$ cat config.mk
export PLATFORM = sky130hd
export DESIGN_NAME = ap_seq
export DESIGN_NICKNAME = d
export VERILOG_FILES = /design/src/rtl/ap_pkg.sv /design/src/rtl/ap_win_gen.sv /design/src/rtl/ap_seq.sv
export SDC_FILE = /design/constraint.sdc
export NUM_CORES = 1
export LEC_CHECK = 0
export ABC_AREA = 0
export CORE_ASPECT_RATIO = 0.9
export CORE_MARGIN = 10
export CORE_UTILIZATION = 40
export DETAILED_ROUTE_END_ITERATION = 8
export MAX_ROUTING_LAYER = met4
export SLEW_MARGIN = 20
export SYNTH_ARGS = -nofsm -noshare
export SYNTH_HDL_FRONTEND = slang
export SYNTH_SLANG_ARGS = --single-unit
$ cat constraint.sdc
create_clock -name clk -period 14.2 [get_ports clk]
set_input_delay 1.42 -clock clk [delete_from_list [all_inputs] [get_ports clk]]
set_output_delay 1.42 -clock clk [all_outputs]
set_load 0.1 [all_outputs]
$ cat src/rtl/ap_pkg.sv
// Shared constants and the sequencer state encoding for the AP datapath.
package ap_pkg;

    localparam int CELL_BIT = 8;   // bits per map cell
    localparam int N_CELL   = 9;   // cells per 3x3 window
    localparam int N_CORE   = 8;   // AP cores
    localparam int BIAS_W   = 16;  // bias word width

    typedef enum logic [1:0] {
        ST_IDLE  = 2'd0,
        ST_ISSUE = 2'd1,
        ST_DRAIN = 2'd2,
        ST_DONE  = 2'd3
    } state_t;

endpackage

$ cat src/rtl/ap_win_gen.sv
// Window/step nested counter for ap_seq.
// Step is the innermost loop. In pool mode the outer loops walk pooled
// cells in raster order and visit the 2x2 quad inside each cell; in raster
// mode they walk every (row, col) of the output map. 'last' flags the final
// beat of the pass so the sequencer can stop issuing.
module ap_win_gen
    import ap_pkg::*;
#(
    parameter int DIM_W  = 5,
    parameter int STEP_W = 3
) (
    input  logic              clk,
    input  logic              reset,
    input  logic              clear,
    input  logic              advance,
    input  logic              pool,
    input  logic [STEP_W-1:0] steps,
    input  logic [DIM_W:0]    out_h,
    input  logic [DIM_W:0]    out_w,
    output logic [DIM_W-1:0]  row,
    output logic [DIM_W-1:0]  col,
    output logic [STEP_W-1:0] step,
    output logic              last
);

    localparam logic [DIM_W:0]    DIM_ONE  = (DIM_W+1)'(1);
    localparam logic [STEP_W-1:0] STEP_ONE = STEP_W'(1);

    // a_r/a_c count pooled cells in pool mode and plain rows/cols otherwise
    logic [DIM_W:0] a_r;
    logic [DIM_W:0] a_c;
    logic [DIM_W:0] lim_r;
    logic [DIM_W:0] lim_c;
    logic           dy;
    logic           dx;
    logic           step_end;
    logic           quad_end;
    logic           col_end;
    logic           row_end;

    // Outer-loop limits: pool mode drops an odd trailing row/column
    always_comb begin
        lim_r = out_h - DIM_ONE;
        lim_c = out_w - DIM_ONE;
        if (pool) begin
            lim_r = {1'b0, out_h[DIM_W:1]} - DIM_ONE;
            lim_c = {1'b0, out_w[DIM_W:1]} - DIM_ONE;
        end
    end

    assign step_end = (step == steps);
    assign quad_end = !pool || (dy && dx);
    assign col_end  = (a_c == lim_c);
    assign row_end  = (a_r == lim_r);
    assign last     = step_end && quad_end && col_end && row_end;

    // In pool mode the coordinate is 2*cell + quad offset
    assign row = pool ? {a_r[DIM_W-2:0], dy} : a_r[DIM_W-1:0];
    assign col = pool ? {a_c[DIM_W-2:0], dx} : a_c[DIM_W-1:0];

    // Nested counter: step, then quad (00,01,10,11), then col, then row
    always_ff @(posedge clk or posedge reset) begin
        if (reset) begin
            step <= '0;
            dy   <= 1'b0;
            dx   <= 1'b0;
            a_c  <= '0;
            a_r  <= '0;
        end else if (clear) begin
            step <= '0;
            dy   <= 1'b0;
            dx   <= 1'b0;
            a_c  <= '0;
            a_r  <= '0;
        end else if (advance) begin
            if (!step_end) begin
                step <= step + STEP_ONE;
            end else begin
                step <= '0;
                if (!quad_end) begin
                    dx <= ~dx;
                    dy <= dy | dx;
                end else begin
                    dx <= 1'b0;
                    dy <= 1'b0;
                    if (!col_end) begin
                        a_c <= a_c + DIM_ONE;
                    end else begin
                        a_c <= '0;
                        a_r <= row_end ? '0 : a_r + DIM_ONE;
                    end
                end
            end
        end
    end

endmodule

$ cat src/rtl/ap_seq.sv
// AP layer-pass sequencer: issues (row, col, step) beats to the fetch unit,
// drives the AP control bits from the configuration latched at start, and
// counts AP results until the expected number has arrived.
// Optional build macro: AP_SEQ_PERF_EN adds perf_busy / perf_stall counters.
//
// Handshake: win_valid is high for the whole of ISSUE; a beat transfers on
// any rising edge where win_valid && win_ready, and win_* hold steady while
// win_valid is high and win_ready is low.
module ap_seq
    import ap_pkg::*;
#(
    parameter int DIM_W  = 5,
    parameter int STEP_W = 3
) (
    input  logic                 clk,
    input  logic                 reset,
    input  logic                 start,
    input  logic [DIM_W:0]       cfg_out_h,
    input  logic [DIM_W:0]       cfg_out_w,
    input  logic [STEP_W-1:0]    cfg_steps,
    input  logic                 cfg_pool,
    input  logic                 cfg_relu,
    input  logic [2:0]           cfg_bound,
    output logic                 win_valid,
    input  logic                 win_ready,
    output logic [DIM_W-1:0]     win_row,
    output logic [DIM_W-1:0]     win_col,
    output logic [STEP_W-1:0]    win_step,
    output logic                 win_first,
    output logic                 ap_en,
    output logic                 ap_en_relu,
    output logic                 ap_en_mp,
    output logic [2:0]           ap_bound_level,
    output logic [STEP_W-1:0]    ap_step,
    input  logic                 ap_out_en,
    output logic                 busy,
    output logic                 done,
    output logic [2*DIM_W+1:0]   out_cnt,
    output state_t               dbg_state
`ifdef AP_SEQ_PERF_EN
    ,
    output logic [15:0]          perf_busy,
    output logic [15:0]          perf_stall
`endif
);

    localparam int CNT_W = 2*DIM_W + 2;
    localparam logic [CNT_W-1:0] CNT_ONE = CNT_W'(1);

    state_t            state;
    state_t            state_nxt;

    logic [DIM_W:0]    h_q;
    logic [DIM_W:0]    w_q;
    logic [STEP_W-1:0] steps_q;
    logic              pool_q;
    logic              relu_q;
    logic [2:0]        bound_q;

    logic              start_go;
    logic              empty_cfg;
    logic              fire;
    logic              win_last;
    logic [DIM_W:0]    cells_h;
    logic [DIM_W:0]    cells_w;
    logic [CNT_W-1:0]  expected;
    logic [CNT_W-1:0]  cnt_nxt;

    assign start_go = (state == ST_IDLE) && start;

    // A pass with no output cells (either dimension 0, or a pooled
    // dimension below 2) has nothing to issue and completes at once.
    assign empty_cfg = (cfg_out_h == '0) || (cfg_out_w == '0) ||
                       (cfg_pool && ((cfg_out_h[DIM_W:1] == '0) ||
                                     (cfg_out_w[DIM_W:1] == '0)));

    assign cells_h  = pool_q ? {1'b0, h_q[DIM_W:1]} : h_q;
    assign cells_w  = pool_q ? {1'b0, w_q[DIM_W:1]} : w_q;
    assign expected = {{(DIM_W+1){1'b0}}, cells_h} * {{(DIM_W+1){1'b0}}, cells_w};
    assign cnt_nxt  = (busy && ap_out_en) ? out_cnt + CNT_ONE : out_cnt;

    ap_win_gen #(
        .DIM_W  (DIM_W),
        .STEP_W (STEP_W)
    ) u_win_gen (
        .clk     (clk),
        .reset   (reset),
        .clear   (start_go),
        .advance (fire),
        .pool    (pool_q),
        .steps   (steps_q),
        .out_h   (h_q),
        .out_w   (w_q),
        .row     (win_row),
        .col     (win_col),
        .step    (win_step),
        .last    (win_last)
    );

    // State register
    always_ff @(posedge clk or posedge reset) begin
        if (reset) begin
            state <= ST_IDLE;
        end else begin
            state <= state_nxt;
        end
    end

    // Next state and state-decoded outputs
    always_comb begin
        state_nxt = state;
        win_valid = 1'b0;
        busy      = 1'b0;
        done      = 1'b0;
        fire      = 1'b0;
        case (state)
            ST_IDLE: begin
                if (start) begin
                    state_nxt = empty_cfg ? ST_DONE : ST_ISSUE;
                end
            end
            ST_ISSUE: begin
                win_valid = 1'b1;
                busy      = 1'b1;
                fire      = win_ready;
                if (win_ready && win_last) begin
                    state_nxt = ST_DRAIN;
                end
            end
            ST_DRAIN: begin
                busy = 1'b1;
                if (cnt_nxt >= expected) begin
                    state_nxt = ST_DONE;
                end
            end
            ST_DONE: begin
                done      = 1'b1;
                state_nxt = ST_IDLE;
            end
            default: begin
                state_nxt = ST_IDLE;
            end
        endcase
    end

    assign ap_en          = fire;
    assign win_first      = win_valid && (win_step == '0);
    assign ap_en_relu     = relu_q;
    assign ap_en_mp       = pool_q;
    assign ap_bound_level = bound_q;
    assign ap_step        = steps_q;
    assign dbg_state      = state;

    // Configuration is captured once per pass and held until the next start
    always_ff @(posedge clk or posedge reset) begin
        if (reset) begin
            h_q     <= '0;
            w_q     <= '0;
            steps_q <= '0;
            pool_q  <= 1'b0;
            relu_q  <= 1'b0;
            bound_q <= '0;
        end else if (start_go) begin
            h_q     <= cfg_out_h;
            w_q     <= cfg_out_w;
            steps_q <= cfg_steps;
            pool_q  <= cfg_pool;
            relu_q  <= cfg_relu;
            bound_q <= cfg_bound;
        end
    end

    // AP result counter: cleared at start, counts only while busy
    always_ff @(posedge clk or posedge reset) begin
        if (reset) begin
            out_cnt <= '0;
        end else if (start_go) begin
            out_cnt <= '0;
        end else begin
            out_cnt <= cnt_nxt;
        end
    end

`ifdef AP_SEQ_PERF_EN
    // Saturating busy-cycle and issue-stall counters, cleared at start
    always_ff @(posedge clk or posedge reset) begin
        if (reset) begin
            perf_busy  <= '0;
            perf_stall <= '0;
        end else if (start_go) begin
            perf_busy  <= '0;
            perf_stall <= '0;
        end else begin
            if (busy && (perf_busy != 16'hFFFF)) begin
                perf_busy <= perf_busy + 16'd1;
            end
            if (win_valid && !win_ready && (perf_stall != 16'hFFFF)) begin
                perf_stall <= perf_stall + 16'd1;
            end
        end
    end
`endif

endmodule

==> results.json, run 1 <==
{
  "hold_buffers": 0,
  "cts.repair.resized": 0,
  "fin_crit_sh_pct": 42.13,
  "tns_ns": 0,
  "slew_headroom_pct": 33.94,
  "die_w_microns": 131.6,
  "dieHeight_microns": 120.5,
  "drv_cap": 0,
  "dr.pass1.iters": 4,
  "port_buffers": 64,
  "ys_seq_elements": 51,
  "dieArea_sq_um": 15860,
  "crit_buf_inv": 2,
  "path_clk_slew_ns": 0.08,
  "rsz0062_at_grt": "false",
  "clk_latency_ns": 0.30,
  "num_vias": 3692,
  "cp-end-kind": "register",
  "critical_path_class": "register to register",
  "antenna_cells": 0,
  "rows": 36,
  "synth_area_sq_um": 4487,
  "outcome": "finished clean",
  "ys_types": 54,
  "synth_nets": 603,
  "grt_pass1_vias": 3744,
  "fin_crit_ns": 5.983,
  "fillers": 1069,
  "wl_microns": 11420,
  "path_cells": "buf_4, nand2b_1, a21boi_1, or2_2, fa_1, fa_1, fa_1, inv_1, ha_1, a21oi_1, o21ai_0, a21o_1, a21oi_1, o21ai_0, xnor2_1, ha_1, o211ai_1, o211ai_1, o221a_2, nand4_1, o31ai_4, mux2i_1",
  "fmax_mhz": 167.1,
  "cts_root_buf": "clkbuf_16",
  "place_hpwl_microns": 8730,
  "reg2reg_slack_ns": 8.22,
  "core_sq_um": 10900,
  "drt-vias-per-instance": 5.064,
  "cts_max_level": 2,
  "hold_path_class": "register to register",
  "nets": 662,
  "worstSetupStartpointType": "register",
  "worst_pin_slew_ns": 0.9878,
  "drc_errors": 0,
  "dpl_cell_area_sq_um": 5255,
  "grt_pass1_wl_microns": 19120,
  "fin_area_sq_um": 5408,
  "synth.top_cell.area_share_pct": 28.44,
  "cts_tree": "done",
  "drt_iter0_markers": 214,
  "synth_top_area_cell": "dfrtp_1",
  "grt_max_degree": 52,
  "critPathArrivalTime_ns": 6.21,
  "hold_violations": 0,
  "postSynthAreaPerCell_sq_um": 8.679,
  "syn_to_final_growth_pct": 20.52,
  "synthCells": 517,
  "slowest_delay_ns": 0.55,
  "synth_edf_count": 0,
  "initial_core_util_pct": 41.16,
  "cp_data_required_time_ns": 14.43,
  "yosysSeqAreaShare_pct": 28.44,
  "synth.most_common_cell": "nand2_1",
  "skew_ns": 0.005792,
  "cts_sinks": 51,
  "antenna_found_initial": 0,
  "synth_ff_type": "dfrtp_1",
  "pin_count": 65,
  "ys_top_cells_by_count": "92 x nand2_1, 51 x dfrtp_1, 45 x nor2_1",
  "drive_gt1_share_pct": 6.759,
  "grtUsageTotal_pct": 14.88,
  "ant_nets": 0,
  "drv_slew": 0,
  "postCtsSetupBuffers": 0,
  "cpMostUsedCell": "fa_1",
  "crit_family": "adder cells",
  "clock_path_buffers": 2,
  "gp_congestion": 0.8342,
  "yosys_warnings": 0,
  "wl_per_cell_microns": 15.67,
  "cts_buffers": 5,
  "worst_path_max_delay_cell": "fa_1",
  "finalSetupViolCount": 0,
  "overflow": 0,
  "async_flop_share_pct": 100.0,
  "netlist_top_cells_area": "dfrtp_1 28%, ha_1 12%, nand2_1 7.7%, fa_1 7.6%, xnor2_1 4.5%",
  "crit_fanout": 40
}
-- cell families (layout without fill, tap and decap cells) --
group / after synthesis / count (layout) / synth area share [%]
AO/OA/AOI/OAI: 61 / 61 / 9.287
XOR/XNOR: 38 / 38 / 7.418
adder cells (fa/ha/maj): 61 / 61 / 19.86
buffers and inverters: 59 / 119 / 5.661
flip-flops: 51 / 51 / 28.44
multiplexers: 22 / 22 / 5.912
AND/OR/NAND/NOR: 225 / 225 / 23.42
-- stage by stage --
stage	setup slack [ns]	cells	hold WS, ns	util (%)
CTS	8.213	729	0.4892	49.61
detailed placement	8.228	721	0.4663	48.21
global route	7.747	729	0.5185	49.61
finish	8.217	729	0.4833	49.61
floorplan	7.823	517	0.4610	-
global placement	8.414	721	0.4604	48.21
-- placed cells by master (no fill, tap or decap), drive strengths merged, types with 2 or more instances in the layout --
| master | instances |
|---|---|
| nor3 | 11 |
| a211oi | 5 |
| ha | 44 |
| buf | 4 |
| or2 | 6 |
| inv | 44 |
| xor2 | 15 |
| and3 | 3 |
| nand2 | 92 |
| a22oi | 4 |
| nand2b | 5 |
| nand3 | 21 |
| mux2 | 10 |
| a21o | 4 |
| nor2b | 6 |
| o21ai | 10 |
| nand4 | 4 |
| and2 | 23 |
| nor2 | 45 |
| clkdlybuf4s50 | 64 |
| dfrtp | 51 |
| nor3b | 3 |
| fa | 17 |
| mux2i | 12 |
| clkbuf | 5 |
| xnor2 | 23 |
| a21oi | 19 |
| a31oi | 3 |
| o211ai | 4 |
| nor4 | 2 |
-- final timing paths --
path,from,endpoint,depth (start not counted)
min,ap_bound_level[0],ap_bound_level[0],2
max,ap_en_mp,dbg_state[1],22
min in group asynchronous,reset,out_cnt[8],3
max in group asynchronous,reset,u_win_gen.a_r[2],3
min reg2reg,ap_bound_level[0],ap_bound_level[0],2
max reg2reg,ap_en_mp,dbg_state[1],22
-- final cells by class --
class                   instances  area [sq um]  share of cell area [%]
flip-flops and latches         51          1276                   23.60
clock inverters                 3         27.53                  0.5090
repair buffers                 68         670.6                   12.40
inverters                      43         161.4                   2.985
clock buffers                   5         125.1                   2.314
well taps                     152         190.2                   3.517
multi-input cells             407          2957                   54.67
-- sequential cells by signal, summed over array words and instances, names as in the netlist --
signal          flops
u_win_gen.a_c       6
w_q                 6
out_cnt            12
u_win_gen.step      3
u_win_gen.dx        1
ap_en_relu          1
ap_step             3
ap_bound_level      3
u_win_gen.a_r       6
dbg_state           2
ap_en_mp            1
h_q                 6
u_win_gen.dy        1
-- worst min-delay path, delay by kind of cell, from the launching register on --
kind	cells	cell delay, ns
DFF	1	0.35
and+or+nand+nor	2	0.11
-- routing by layer --
| layer | share of wire, % | vias up | track usage, % | routed length (microns) |
|---|---|---|---|---|
| li1 | - | 1840 | - | - |
| met1 | 49 | 1764 | 20.52 | 5624 |
| met2 | 45 | 82 | 22.38 | 5097 |
| met3 | 5.3 | 6 | 2.483 | 602 |
| met4 | 0.85 | 0 | 3.472 | 97 |
| met5 | 0 | - | - | 0 |
Power of run 1 is left out: the tool's default activity adds up to more than one toggle a clock period on the data nets, which glitch-free logic cannot reach.
==> inputs of run 2 (changes only) <==
==> constraint.sdc (replaced) <==
create_clock -name clk -period 6.25 [get_ports clk]
set_input_delay 0.625 -clock clk [delete_from_list [all_inputs] [get_ports clk]]
set_output_delay 0.625 -clock clk [all_outputs]
set_load 0.1 [all_outputs]
==> results.json, run 2 (synthesis gave the netlist of run 1 again) <==
{
  "rsz0062_at_grt": "false",
  "crit_family": "adder cells",
  "nets": 669,
  "antenna_cells": 0,
  "drt-vias-per-instance": 5.004,
  "worst_pin_slew_ns": 0.9901,
  "cts_root_buf": "clkbuf_16",
  "worstReg2RegStart": "ap_en_mp",
  "antenna_found_initial": 0,
  "slew_headroom_pct": 33.78,
  "outcome": "finished clean",
  "rows": 36,
  "largest_reg_flops": 12,
  "overflow": 0,
  "die_w_microns": 131.6,
  "crit_buf_inv": 2,
  "worstHoldEndpoint": "ap_bound_level[1]",
  "initial_core_util_pct": 41.16,
  "wl_microns": 11360,
  "finalSetupViolCount": 0,
  "port_buffers": 64,
  "path_clk_slew_ns": 0.08,
  "postCtsSetupBuffers": 0,
  "critical_path_class": "register to register",
  "drive_gt1_share_pct": 7.877,
  "wl_per_cell_microns": 15.44,
  "drv_cap": 0,
  "grt_max_degree": 52,
  "cts_sinks": 51,
  "worst_path_max_delay_cell": "dfrtp_4",
  "worstSetupStartpointType": "register",
  "seq_area_sq_um": 1280,
  "most-common-layout-cells": "92 x nand2_1, 64 x clkdlybuf4s50_1, 50 x dfrtp_1",
  "layout_commonest_cell": "nand2_1",
  "cts_buffers": 5,
  "drt_iter0_markers": 129,
  "dieHeight_microns": 120.5,
  "grt_pass1_vias": 3699,
  "cp_data_required_time_ns": 6.47,
  "path_cells": "buf_4, mux2i_4, or2_2, fa_1, fa_1, fa_1, inv_1, ha_1, a21oi_1, o21ai_0, a21o_1, a21oi_1, o21ai_0, xnor2_1, ha_1, o211ai_1, o211ai_1, o221a_2, nand4_1, o31ai_4, mux2i_1",
  "cts.repair.resized": 0,
  "fmax_mhz": 172.0,
  "cts_tree": "done",
  "fin_crit_sh_pct": 93.01,
  "hold_depth": 2,
  "hold_start": "ap_bound_level[1]",
  "core_sq_um": 10900,
  "multi_input_area_sq_um": 2957,
  "tns_ns": 0,
  "grtUsageTotal_pct": 14.93,
  "hold_buffers": 0,
  "crit_fanout": 19,
  "dr.pass1.iters": 4,
  "clock_path_buffers": 2,
  "fillers": 1070,
  "drv_slew": 0,
  "regMostFlops": "out_cnt",
  "num_vias": 3683,
  "fin_crit_ns": 5.813,
  "skew_ns": 0.005574,
  "cts_max_level": 2,
  "gp_congestion": 0.8985,
  "hold_path_class": "register to register",
  "syn_to_final_growth_pct": 22.11,
  "hold_violations": 0,
  "critPathArrivalTime_ns": 6.03,
  "ant_nets": 0,
  "dieArea_sq_um": 15860,
  "ff2ff_path_depth": 21,
  "r2r-end": "dbg_state[1]",
  "slowest_delay_ns": 0.60,
  "pin_count": 65,
  "reg2reg_slack_ns": 0.44,
  "utilization_pct": 50.26,
  "grt_pass1_wl_microns": 19130,
  "cpMostUsedCell": "fa_1",
  "cp-end-kind": "register",
  "place_hpwl_microns": 8943,
  "clk_latency_ns": 0.30,
  "drc_errors": 0
}
[run 2: cell types whose count changed in the layout (fill, tap and decap cells not counted)]
cell | before | now
buf_4 | 4 | 11
clkinvlp_4 | 1 | 0
clkinv_4 | 1 | 0
bufinv_16 | 0 | 1
inv_6 | 0 | 1
dfrtp_1 | 51 | 50
dfrtp_4 | 0 | 1
inv_8 | 1 | 0
clkbuf_1 | 0 | 1
[run 2: worst max-delay path by stage]
stage | from | end | slack (ns) | depth (start not counted)
6_report | ap_en_mp | dbg_state[1] | 0.44 | 21
3_5_place_dp | ap_en_mp | dbg_state[1] | 0.42 | 22
4_1_cts | ap_en_mp | dbg_state[1] | 0.36 | 22
3_3_place_gp | ap_en_mp | dbg_state[0] | 0.59 | 22
5_1_grt | ap_en_mp | dbg_state[1] | 0.05 | 22
2_1_floorplan | ap_en_mp | dbg_state[0] | 0.18 | 23
[run 2: cell type report]
class,count,share of cell area [%]
timing repair buffer,75,13.20
multi-input combinational,407,53.96
clock buffer,6,2.352
inverter,43,2.946
sequential,51,23.36
tap,152,3.471
clock inverter,2,0.7079
[run 2: worst min-delay path, cell delays in order (launching register included)]
cell,delay [ns]
dfrtp_1,0.34
nand2_1,0.05
nand2_1,0.06
[run 2: routing by layer]
metal,wire (microns),track usage [%]
met4,144,3.958
met1,5723,20.10
met5,0,-
met2,5061,22.79
met3,433,2.566
[run 2: per-stage QoR]
step	instances	area, sq um	hold slack [ns]	setup WS [ns]
finish	736	5479	0.4785	0.4371
global route	736	5479	0.5129	0.04963
CTS	736	5477	0.4836	0.3617
detailed placement	728	5309	0.4655	0.4208
global placement	728	5309	0.4569	0.5876
floorplan	517	4488	0.4610	0.1806
Power of run 2 is left out for the same reason.
==> inputs of run 3 (changes only) <==
--- a/config.mk
+++ b/config.mk
@@ -8,9 +8,10 @@
 export ABC_AREA = 0
 export CORE_ASPECT_RATIO = 0.9
 export CORE_MARGIN = 10
-export CORE_UTILIZATION = 40
+export CORE_UTILIZATION = 56
 export DETAILED_ROUTE_END_ITERATION = 8
 export MAX_ROUTING_LAYER = met4
+export PLACE_DENSITY = 0.82
 export SLEW_MARGIN = 20
 export SYNTH_ARGS = -nofsm -noshare
 export SYNTH_HDL_FRONTEND = slang
==> results.json, run 3 (synthesis gave the netlist of run 1 again) <==
{
  "drt_iter0_markers": 245,
  "cts_root_buf": "clkbuf_8",
  "clock_path_buffers": 2,
  "cts_max_level": 2,
  "drv_slew": 0,
  "cp_data_required_time_ns": 6.49,
  "hold_path_class": "register to register",
  "tns_ns": 0,
  "path_clk_slew_ns": 0.11,
  "largest_reg_flops": 12,
  "drc_errors": 0,
  "worst_pin_slew_ns": 0.9994,
  "postCtsSetupBuffers": 0,
  "grt_pass1_wl_microns": 18610,
  "cts_buffers": 5,
  "cts_tree": "done",
  "most-common-layout-cells": "92 x nand2_1, 64 x clkdlybuf4s50_1, 50 x dfrtp_1",
  "dpl_cell_area_sq_um": 5201,
  "layout_commonest_cell": "nand2_1",
  "slew_headroom_pct": 33.16,
  "critPathArrivalTime_ns": 6.08,
  "grt_max_degree": 52,
  "antenna_found_initial": 0,
  "pin_count": 65,
  "fmax_mhz": 171.5,
  "finalSetupViolCount": 0,
  "outcome": "finished clean",
  "initial_core_util_pct": 58.59,
  "wl_per_cell_microns": 16.33,
  "fin_crit_sh_pct": 93.31,
  "utilization_pct": 69.26,
  "dieHeight_microns": 104.9,
  "place_hpwl_microns": 8568,
  "drt-vias-per-instance": 5.618,
  "wl_microns": 11020,
  "fin_crit_ns": 5.832,
  "dieArea_sq_um": 12000,
  "cts_sinks": 51,
  "crit_fanout": 26,
  "worstSetupStartpointType": "register",
  "syn_to_final_growth_pct": 18.21,
  "core_sq_um": 7657,
  "die_w_microns": 114.4,
  "drive_gt1_share_pct": 7.427,
  "overflow": 0,
  "gp_congestion": 0.9330,
  "dr.pass1.iters": 5,
  "fin_area_sq_um": 5304,
  "clk_latency_ns": 0.32,
  "ant_nets": 0,
  "cp-end-kind": "register",
  "hold_violations": 0,
  "num_vias": 3792,
  "rsz0062_at_grt": "false",
  "regMostFlops": "out_cnt",
  "port_buffers": 64,
  "rows": 30,
  "critical_path_class": "register to register",
  "antenna_cells": 0,
  "skew_ns": 0.009625,
  "nets": 664,
  "grt_pass1_vias": 3825,
  "drv_cap": 0,
  "grtUsageTotal_pct": 19.20
}
[run 3: cell count changes in the layout (fill, tap and decap cells not counted), sizes merged]
cell and change:
clkinv +1, bufinv -1, buf -5, clkbuf -1
clkinvlp +1
[run 3: worst max-delay path, cell delays in order (launching register included)]
cell and delay (ns):
dfrtp_4 0.67, mux2i_1 0.55, nor2_1 0.14, fa_1 0.56, inv_1 0.05, fa_1 0.46, fa_1 0.54, inv_1 0.04
ha_1 0.32, a21oi_1 0.13, o21ai_0 0.14, a21o_1 0.21, a21oi_1 0.21, o21ai_0 0.14, xnor2_1 0.15, ha_1 0.30
o211ai_1 0.09, o211ai_1 0.19, o221a_2 0.22, nand4_1 0.14, o31ai_4 0.27, mux2i_1 0.22
[run 3: repair_timing]
action | 4_1_cts | 5_1_grt
setup endpoints to repair | 0 | 2
resized for setup | 0 | 2
hold buffers | 0 | 0
[run 3: final timing paths]
path	from	end	slack, ns	cells after the start
max in group asynchronous	reset	ap_en_mp	4.92	3
hold / removal	ap_bound_level[2]	ap_bound_level[2]	0.49	2
setup / recovery	ap_en_mp	dbg_state[1]	0.42	21
setup reg to reg	ap_en_mp	dbg_state[1]	0.42	21
hold reg to reg	ap_bound_level[2]	ap_bound_level[2]	0.49	2
min in group asynchronous	reset	out_cnt[3]	0.81	3
[run 3: metrics by stage]
stage               setup WS [ns]  hold WS, ns  instances
global route              0.08122       0.5079        675
detailed placement         0.2777       0.4686        667
finish                     0.4180       0.4943        675
CTS                        0.2675       0.4944        675
floorplan                  0.1806       0.4610        517
global placement           0.4994       0.4598        667
[run 3: final cells by class]
| cell class | instances | area [sq um] |
|---|---|---|
| multi-input cells | 407 | 2960 |
| fillers | 604 | 2354 |
| flip-flops and latches | 51 | 1280 |
| repair buffers | 70 | 685.7 |
| inverters | 43 | 161.4 |
| well taps | 96 | 120.1 |
| clock buffers | 5 | 68.82 |
| clock inverters | 3 | 27.53 |
[run 3: layer usage]
layer  vias to the layer above  routed length [microns]  track usage [%]
met3                         9                      474            2.973
met2                        97                     5150            28.56
li1                       1849                        -                -
met1                      1837                     5302            26.75
met4                         0                       94            4.383
met5                         -                        0                -
Power of run 3 is left out for the same reason.
